### src/rtl/multi_debouncer.sv
// N-channel push-button debouncer: synchroniser, stability counter and rise/fall pulses per channel.
// Optional long-press detection is compiled in when LONG_PRESS_EN is defined.
module multi_debouncer #(
    parameter int CHANNELS         = 4,
    parameter int CLK_FREQ         = 50_000_000,
    parameter int DEBOUNCE_TIME_MS = 1,
    parameter int SYNC_STAGES      = 2,
    parameter int HOLD_TIME_MS     = 1000
) (
    input  logic                clk,
    input  logic                rst_a_n,
    input  logic [CHANNELS-1:0] buttons_in,
    output logic [CHANNELS-1:0] buttons_out,
    output logic [CHANNELS-1:0] rise_pulse,
    output logic [CHANNELS-1:0] fall_pulse,
    output logic [CHANNELS-1:0] long_press
);

    localparam int DEB_CYC = CLK_FREQ / 1000 * DEBOUNCE_TIME_MS;
    localparam int CNT_W   = (DEB_CYC < 1) ? 1 : $clog2(DEB_CYC + 1);
    localparam logic [CNT_W-1:0] CNT_LAST = CNT_W'(DEB_CYC - 1);

    if (CHANNELS < 1 || DEB_CYC < 1 || SYNC_STAGES < 2 || HOLD_TIME_MS < 0) begin : g_bad_params
        $error("multi_debouncer: illegal parameter combination");
    end

    logic [CHANNELS-1:0] r_sync [SYNC_STAGES];
    logic [CNT_W-1:0]    r_cnt  [CHANNELS];
    logic [CHANNELS-1:0] r_out;
    logic [CHANNELS-1:0] r_rise;
    logic [CHANNELS-1:0] r_fall;
    logic [CHANNELS-1:0] w_sync;

    assign w_sync = r_sync[SYNC_STAGES-1];

    // A channel's level only moves after DEB_CYC consecutive synchronised samples disagree with it.
    always_ff @(posedge clk or negedge rst_a_n) begin
        if (!rst_a_n) begin
            for (int s = 0; s < SYNC_STAGES; s++) begin
                r_sync[s] <= '0;
            end
            for (int ch = 0; ch < CHANNELS; ch++) begin
                r_cnt[ch] <= '0;
            end
            r_out  <= '0;
            r_rise <= '0;
            r_fall <= '0;
        end else begin
            r_sync[0] <= buttons_in;
            for (int s = 1; s < SYNC_STAGES; s++) begin
                r_sync[s] <= r_sync[s-1];
            end
            r_rise <= '0;
            r_fall <= '0;
            for (int ch = 0; ch < CHANNELS; ch++) begin
                if (w_sync[ch] == r_out[ch]) begin
                    r_cnt[ch] <= '0;
                end else if (r_cnt[ch] == CNT_LAST) begin
                    r_cnt[ch]  <= '0;
                    r_out[ch]  <= w_sync[ch];
                    r_rise[ch] <= w_sync[ch];
                    r_fall[ch] <= ~w_sync[ch];
                end else begin
                    r_cnt[ch] <= r_cnt[ch] + CNT_W'(1);
                end
            end
        end
    end

    assign buttons_out = r_out;
    assign rise_pulse  = r_rise;
    assign fall_pulse  = r_fall;

`ifdef LONG_PRESS_EN
    localparam int HOLD_CYC = CLK_FREQ / 1000 * HOLD_TIME_MS;
    localparam int HOLD_W   = (HOLD_CYC < 1) ? 1 : $clog2(HOLD_CYC + 1);
    localparam logic [HOLD_W-1:0] HOLD_MAX  = HOLD_W'(HOLD_CYC);
    localparam logic [HOLD_W-1:0] HOLD_LAST = HOLD_W'(HOLD_CYC - 1);

    logic [HOLD_W-1:0]   r_hold [CHANNELS];
    logic [CHANNELS-1:0] r_long;

    // Saturating at HOLD_MAX gives exactly one pulse per press; release clears and re-arms.
    always_ff @(posedge clk or negedge rst_a_n) begin
        if (!rst_a_n) begin
            for (int ch = 0; ch < CHANNELS; ch++) begin
                r_hold[ch] <= '0;
            end
            r_long <= '0;
        end else begin
            r_long <= '0;
            for (int ch = 0; ch < CHANNELS; ch++) begin
                if (!r_out[ch]) begin
                    r_hold[ch] <= '0;
                end else if (r_hold[ch] != HOLD_MAX) begin
                    r_hold[ch] <= r_hold[ch] + HOLD_W'(1);
                    r_long[ch] <= (r_hold[ch] == HOLD_LAST);
                end
            end
        end
    end

    assign long_press = r_long;
`else
    assign long_press = '0;
`endif

endmodule
### config.mk
export PLATFORM = sky130hd
export DESIGN_NAME = multi_debouncer
export DESIGN_NICKNAME = d
export VERILOG_FILES = /design/src/rtl/multi_debouncer.sv
export SDC_FILE = /design/constraint.sdc
export NUM_CORES = 1
export LEC_CHECK = 0
export ABC_AREA = 1
export CORE_MARGIN = 5
export CORE_UTILIZATION = 55
export CTS_BUF_LIST = sky130_fd_sc_hd__clkbuf_8
export CTS_CLUSTER_SIZE = 8
export DETAILED_ROUTE_END_ITERATION = 6
export PLACE_DENSITY = 0.72
export SLEW_MARGIN = 20
export SYNTH_ARGS = -nofsm -noshare
export SYNTH_HDL_FRONTEND = slang
export SYNTH_SLANG_ARGS = --single-unit
### constraint.sdc
create_clock -name clk -period 4.8 [get_ports clk]
set_clock_uncertainty 0.2 [all_clocks]
set_input_delay 0.96 -clock clk [delete_from_list [all_inputs] [get_ports clk]]
set_output_delay 0.96 -clock clk [all_outputs]
set_load 0.01 [all_outputs]
==> results of run 1 <==
-- routing by layer --
layer	GRT usage (%)	share of wire (%)	vias up
li1	-	-	1689
met1	23.4	47	1536
met2	28.1	47	70
met3	5.38	5.1	11
met4	5.40	1.3	0
met5	0	0	-
-- logic make-up (layout without fill, tap and decap cells) --
| kind of cell | after synthesis | after routing |
|---|---|---|
| buffers and inverters | 64 | 89 |
| flip-flops | 84 | 84 |
| adder cells (fa/ha/maj) | 4 | 4 |
| XOR/XNOR | 34 | 34 |
| other | 1 | 4 |
| AO/OA/AOI/OAI | 20 | 20 |
| AND/OR/NAND/NOR | 321 | 321 |
-- power groups by stage --
stage	clock [mW]	sequential (mW)	combinational, mW
detailed placement	0	0.743	0.0510
global placement	0	0.742	0.0501
floorplan	0	0.741	0.0308
finish	0.486	0.729	0.0499
CTS	0.506	0.729	0.0512
global route	0.535	0.731	0.0603
-- cells in the mapped netlist --
master / instances / area share [%]
nand4_1: 8 / 1.2
or2_2: 1 / 0.15
buf_4: 4 / 0.72
nand2_1: 91 / 8.2
inv_2: 1 / 0.090
nor3b_1: 1 / 0.18
inv_1: 56 / 5.0
nor3_1: 8 / 0.96
nor2_2: 1 / 0.15
nand3_1: 48 / 5.8
dfrtp_1: 84 / 50
xor2_1: 23 / 4.8
conb_1: 1 / 0.090
buf_2: 3 / 0.36
nand2_2: 6 / 0.90
a21oi_1: 9 / 1.1
ha_1: 4 / 1.2
o21bai_1: 5 / 0.90
xnor2_1: 11 / 2.3
or2_1: 3 / 0.45
nand3_2: 2 / 0.48
nor2_1: 152 / 14
a31oi_1: 6 / 0.90
-- worst register-to-register path, stage by stage, from the launching register on --
cell     delay, ps
dfrtp_1        410
ha_1           230
nand3_1        150
nor2_1          70
nand2_1        220
nand2_1        230
a21oi_1        160
-- state kept, by name, summed over array words and instances, names as in the netlist --
name	flops
w_sync	4
r_sync	4
buttons_out	4
fall_pulse	4
r_cnt	64
rise_pulse	4
-- per-stage QoR --
| stage | hold slack (ps) | worst slack [ps] |
|---|---|---|
| 3_5_place_dp | 136 | 2690 |
| 6_report | 157 | 2320 |
| 3_3_place_gp | 135 | 2690 |
| 5_1_grt | 170 | 2220 |
| 4_1_cts | 162 | 2290 |
| 2_1_floorplan | 131 | 3240 |
-- area by class of cell --
| cell class | instances | share of cell area (%) |
|---|---|---|
| clock buffer | 10 | 2.98 |
| clock inverter | 5 | 1.14 |
| inverter | 57 | 4.63 |
| multi-input combinational | 383 | 39.4 |
| sequential | 84 | 45.5 |
| tap | 99 | 2.68 |
| timing repair buffer | 17 | 3.71 |
-- worst paths after layout --
kind	end	slack, ps
min in group asynchronous	r_cnt[11]	430
setup reg to reg	r_cnt[46]	3050
hold reg to reg	w_sync[0]	160
setup / recovery	buttons_out[2]	2320
max in group asynchronous	buttons_out[0]	3440
hold / removal	w_sync[0]	160
==> metrics.md, run 1 <==
| Metric | Value |
|---|---|
| Status | finished clean |
| Largest family of logic cells by synthesized area | simple AND/OR/NAND/NOR gates |
| Crit path launch type | register |
| CTS clk-pin slew, worst paths | 80 ps |
| DR vias | 3306 |
| Total of max-cap violations | 0 |
| Worst Path Max Fanout | 4 |
| DP Area | 4430 sq um |
| Rows | 31 |
| CP cell instances | clkdlybuf4s50_1 |
| Port Buf Inserts | 17 |
| Combinational share of power | 3.9% |
| Crit path max-delay family | buffers and inverters |
| Vias in the first global route | 3122 |
| Mux cell area share after synthesis | 0% |
| Flops & latches, synth | 84 |
| Fin crit period | 2480 ps |
| # DRC | 0 |
| Post-Synthesis Cells | 528 |
| Critical path depth in cells | 1 |
| Most frequent cells in the layout | 152 x nor2_1, 91 x nand2_1, 84 x dfrtp_1 |
| Total congestion overflow | 0 |
| R2R depth | 6 |
| Largest net degree at the start of global routing | 85 |
| Worst Path Arrival | 1320 ps |
| Slew headroom | 51.0% |
| Synth cell types | 23 |
| Core region area | 7330 sq um |
| Die width | 97.1 um |
| Post_cts resized | 0 |
| P_leak | 2.17 nW |
| Storage element area | 2100 sq um |
| Hold WC Path Type | register to register |
| CTS Buf Count | 9 |
| Sw frac | 22.3% |
| Post-synthesis simple-gate area fraction | 32.1% |
| Number of top-level pins | 22 |
| Clock power frac | 38.4% |
| Yosys warns | 0 |
| 1st-pass router iterations | 4 |
| CTS tree | done |
| Max stage delay on crit path | 590 ps |
| Root Buffer | clkbuf_8 |
| Longest Clk Path Bufs | 2 |
| Critical Path Sink Type | output port |
| Slowest cell on crit path | clkdlybuf4s50_1 |
| RSZ-0062 raised after global routing | false |
| Cts hold-fix bufs | 0 |
| Max-slew violation count | 0 |
| Most common cell after layout, fill and taps aside | nor2_1 |
| Dpl hpwl | 5520 um |
| Initial antenna violation count | 0 |
| Fin crit share | 51.7% |
| Routability cong. | 0.945 |
| Antenna diodes | 0 |
| Starting DRT DRC Count | 117 |
| Setup CP Type | register to output port |
| Power Dens Cells | 274 nW/um^2 |
| WL/cell | 11.9 um |
| Vias per Instance | 5.05 |
| Post-Route WL | 7760 um |
| Global Route Usage Sum | 17.7% |
| Register area share after synthesis | 50.4% |
| Worst Max-Slew Pin Slew | 735 ps |
| Critical path required time | 3640 ps |
| Worst-Skew Late Latency | 340 ps |
| Mapped cell area | 4170 sq um |
| H-Tree Depth | 3 |
| Nets@finish | 562 |
| Post-CTS Repair Setup Buffers | 0 |
| Worst reg2reg startpoint | r_cnt[32] |
| # setup viols final | 0 |
| Fmax | 403 MHz |
| Switch Pwr | 282 uW |
| Mapped Avg Cell Area | 7.90 sq um |
| Share of power burned in registers | 57.6% |
| Non-filler cells, final | 655 |
| Final instance area | 4620 sq um |
| Post-synthesis xor/xnor area fraction | 7.14% |
| Final hold viol count | 0 |
| Complex-gate fraction of the synthesized area | 2.88% |
| Routed Antenna Nets | 0 |
| CP startpoint | buttons_out[2] |
| Setup TNS | 0 ps |
| Hold Crit Depth | 0 |
| Final core utilization | 63.1% |
| Fill cell count | 644 |
| Bufs and invs on worst path | 1 |
| Adder-cell share of the synthesized area | 1.20% |
| Cell Int Power | 983 uW |
| Sink Count | 84 |
| Min-Delay Startpoint | r_sync[4] |
| Footprint of the multi-input gates | 1820 sq um |
| Die Footprint | 9430 sq um |
| Initial core utilization | 56.9% |
| Die H | 97.1 um |
| Layout cells sized above 1 | 4.86% |
| Peak supply drop | 0.156 mV |
| First-pass GRT wire length | 14000 um |
| Area Overhead vs Synth | 10.8% |
| Final Power | 1.27 mW |
| Placed instance count | 640 |
(Power assumes the default switching activity.)
==> inputs of run 2 (changes only) <==
--- a/config.mk
+++ b/config.mk
@@ -11,7 +11,7 @@
 export CTS_BUF_LIST = sky130_fd_sc_hd__clkbuf_8
 export CTS_CLUSTER_SIZE = 8
 export DETAILED_ROUTE_END_ITERATION = 6
-export PLACE_DENSITY = 0.72
+export PLACE_DENSITY = 0.75
 export SLEW_MARGIN = 20
 export SYNTH_ARGS = -nofsm -noshare
 export SYNTH_HDL_FRONTEND = slang
==> constraint.sdc (replaced) <==
create_clock -name clk -period 2.27 [get_ports clk]
set_clock_uncertainty 0.2 [all_clocks]
set_input_delay 0.454 -clock clk [delete_from_list [all_inputs] [get_ports clk]]
set_output_delay 0.454 -clock clk [all_outputs]
set_load 0.01 [all_outputs]
==> metrics.md, run 2 (synthesis gave the netlist of run 1 again) <==
| Metric | Value |
|---|---|
| WL/cell | 11.9 um (about the same) |
| Setup TNS | 0 ps (unchanged) |
| Number of top-level pins | 22 (unchanged) |
| Total congestion overflow | 0 (unchanged) |
| Routed Antenna Nets | 0 (unchanged) |
| Storage element area | 2100 sq um (unchanged) |
| Final core utilization | 63.5% (was 63.1%) |
| CTS clk-pin slew, worst paths | 80 ps (about the same) |
| Fmax | 510 MHz |
| Nets@finish | 564 (was 562) |
| Vias in the first global route | 3190 (was 3122) |
| Fill cell count | 595 (was 644) |
| Crit path max-delay family | buffers and inverters (unchanged) |
| Most frequent cells in the layout | 152 x nor2_1, 91 x nand2_1, 84 x dfrtp_1 (unchanged) |
| CTS Buf Count | 9 (unchanged) |
| # setup viols final | 0 (unchanged) |
| Non-filler cells, final | 658 (was 655) |
| Starting DRT DRC Count | 150 (was 117) |
| Dpl hpwl | 5760 um (was 5520 um) |
| Worst-Skew Late Latency | 360 ps (was 340 ps) |
| Initial core utilization | 56.9% (unchanged) |
| Longest Clk Path Bufs | 2 (unchanged) |
| Total of max-cap violations | 0 (unchanged) |
| Port Buf Inserts | 17 (unchanged) |
| Power Dens Cells | 577 nW/um^2 (was 274 nW/um^2) |
| Largest Register | r_cnt (unchanged) |
| Placed instance count | 641 (was 640) |
| Initial antenna violation count | 0 (unchanged) |
| CP cell instances | clkdlybuf4s50_1 (unchanged) |
| R2R Setup Slk | 590 ps (was 3050 ps) |
| Met1 usage | 23.0% (was 23.4%) |
| Area Overhead vs Synth | 11.5% (was 10.8%) |
| Max-slew violation count | 0 (unchanged) |
| Post-Route WL | 7810 um (was 7760 um) |
| Crit path launch type | register (unchanged) |
| First-pass GRT wire length | 13900 um (was 14000 um) |
| DP Area | 4450 sq um (was 4430 sq um) |
| Die width | 97.1 um (unchanged) |
| P_leak | 2.19 nW (was 2.17 nW) |
| Final hold viol count | 0 (unchanged) |
| Die H | 97.1 um (unchanged) |
| Met3 Use GR | 3.59% (was 5.38%) |
| RSZ-0062 raised after global routing | false (unchanged) |
| Post_cts resized | 0 (unchanged) |
| Die Footprint | 9430 sq um (unchanged) |
| M2 GR Usage | 28.6% (was 28.1%) |
| Sink Count | 84 (unchanged) |
| Core region area | 7330 sq um (unchanged) |
| Setup CP Type | register to output port (unchanged) |
| Peak supply drop | 0.366 mV (was 0.156 mV) |
| Hold WC Path Type | register to register (unchanged) |
| Antenna diodes | 0 (unchanged) |
| Slowest cell on crit path | clkdlybuf4s50_1 (unchanged) |
| Routability cong. | 0.844 (was 0.945) |
| Max FFs per register | 64 (unchanged) |
| Fin crit share | 86.3% |
| Bufs and invs on worst path | 1 (unchanged) |
| 1st-pass router iterations | 4 (unchanged) |
| Max stage delay on crit path | 560 ps (was 590 ps) |
| GR peak layer | met2 (unchanged) |
| Critical path required time | 1620 ps (was 3640 ps) |
| DR vias | 3257 (was 3306) |
| Status | finished clean (unchanged) |
| Root Buffer | clkbuf_8 (unchanged) |
| # DRC | 0 (unchanged) |
| Worst Path Arrival | 1310 ps (was 1320 ps) |
| Final instance area | 4650 sq um (was 4620 sq um) |
| Final Power | 2.68 mW (was 1.27 mW) |
| Worst Path Max Fanout | 4 (unchanged) |
| Largest net degree at the start of global routing | 54 (was 85) |
| Footprint of the multi-input gates | 1820 sq um (unchanged) |
| Vias per Instance | 4.95 (was 5.05) |
| H-Tree Depth | 3 (unchanged) |
| Rows | 31 (unchanged) |
| Layout cells sized above 1 | 5.01% (was 4.86%) |
| CTS tree | done (unchanged) |
| Fin crit period | 1960 ps |
| Critical Path Sink Type | output port (unchanged) |
| Most common cell after layout, fill and taps aside | nor2_1 (unchanged) |
| Global Route Usage Sum | 17.8% (was 17.7%) |
run 2: final cells by class:
| cell class | count | share of cell area (%) |
|---|---|---|
| repair buffers | 19 | 4.25 |
| clock inverters | 7 | 1.48 |
| inverters | 57 | 4.60 |
| well taps | 99 | 2.66 |
| multi-input cells | 383 | 39.2 |
| clock buffers | 9 | 2.66 |
| flip-flops and latches | 84 | 45.2 |
run 2: worst paths after layout:
check                      cells past startpoint             end           start
min in group asynchronous                      2  buttons_out[3]         rst_a_n
max                                            1  buttons_out[0]  buttons_out[0]
max in group asynchronous                      3       r_cnt[57]         rst_a_n
min reg2reg                                    0       w_sync[2]       r_sync[6]
max reg2reg                                    6       r_cnt[46]       r_cnt[32]
min                                            0       w_sync[2]       r_sync[6]
run 2: per-stage QoR:
stage | worst slack [ps] | hold slack (ps)
after floorplan | 760 | -41.6
after global placement | 637 | 133
after detailed placement | 587 | 139
after CTS | 270 | 158
after global routing | 243 | 160
final | 310 | 153
run 2: report_power, final:
part           switching, mW  internal [mW]  total (mW)
logic                 0.0755         0.0372       0.113
clock network          0.526          0.504        1.03
registers             0.0228           1.52        1.54
total                  0.625           2.06        2.68
run 2: routing by layer:
layer / up-vias / share of wire [%] / wire (um)
li1: 1695 / - / -
met1: 1493 / 47 / 3640
met2: 54 / 48 / 3730
met3: 15 / 3.7 / 286
met4: 0 / 2.0 / 159
met5: - / 0 / 0
run 2: repair_timing:
item | 4_1_cts | 5_1_grt
hold endpoints to repair | 31 | 0
hold buffers | 1 | 0
buffers inserted | 0 | 0
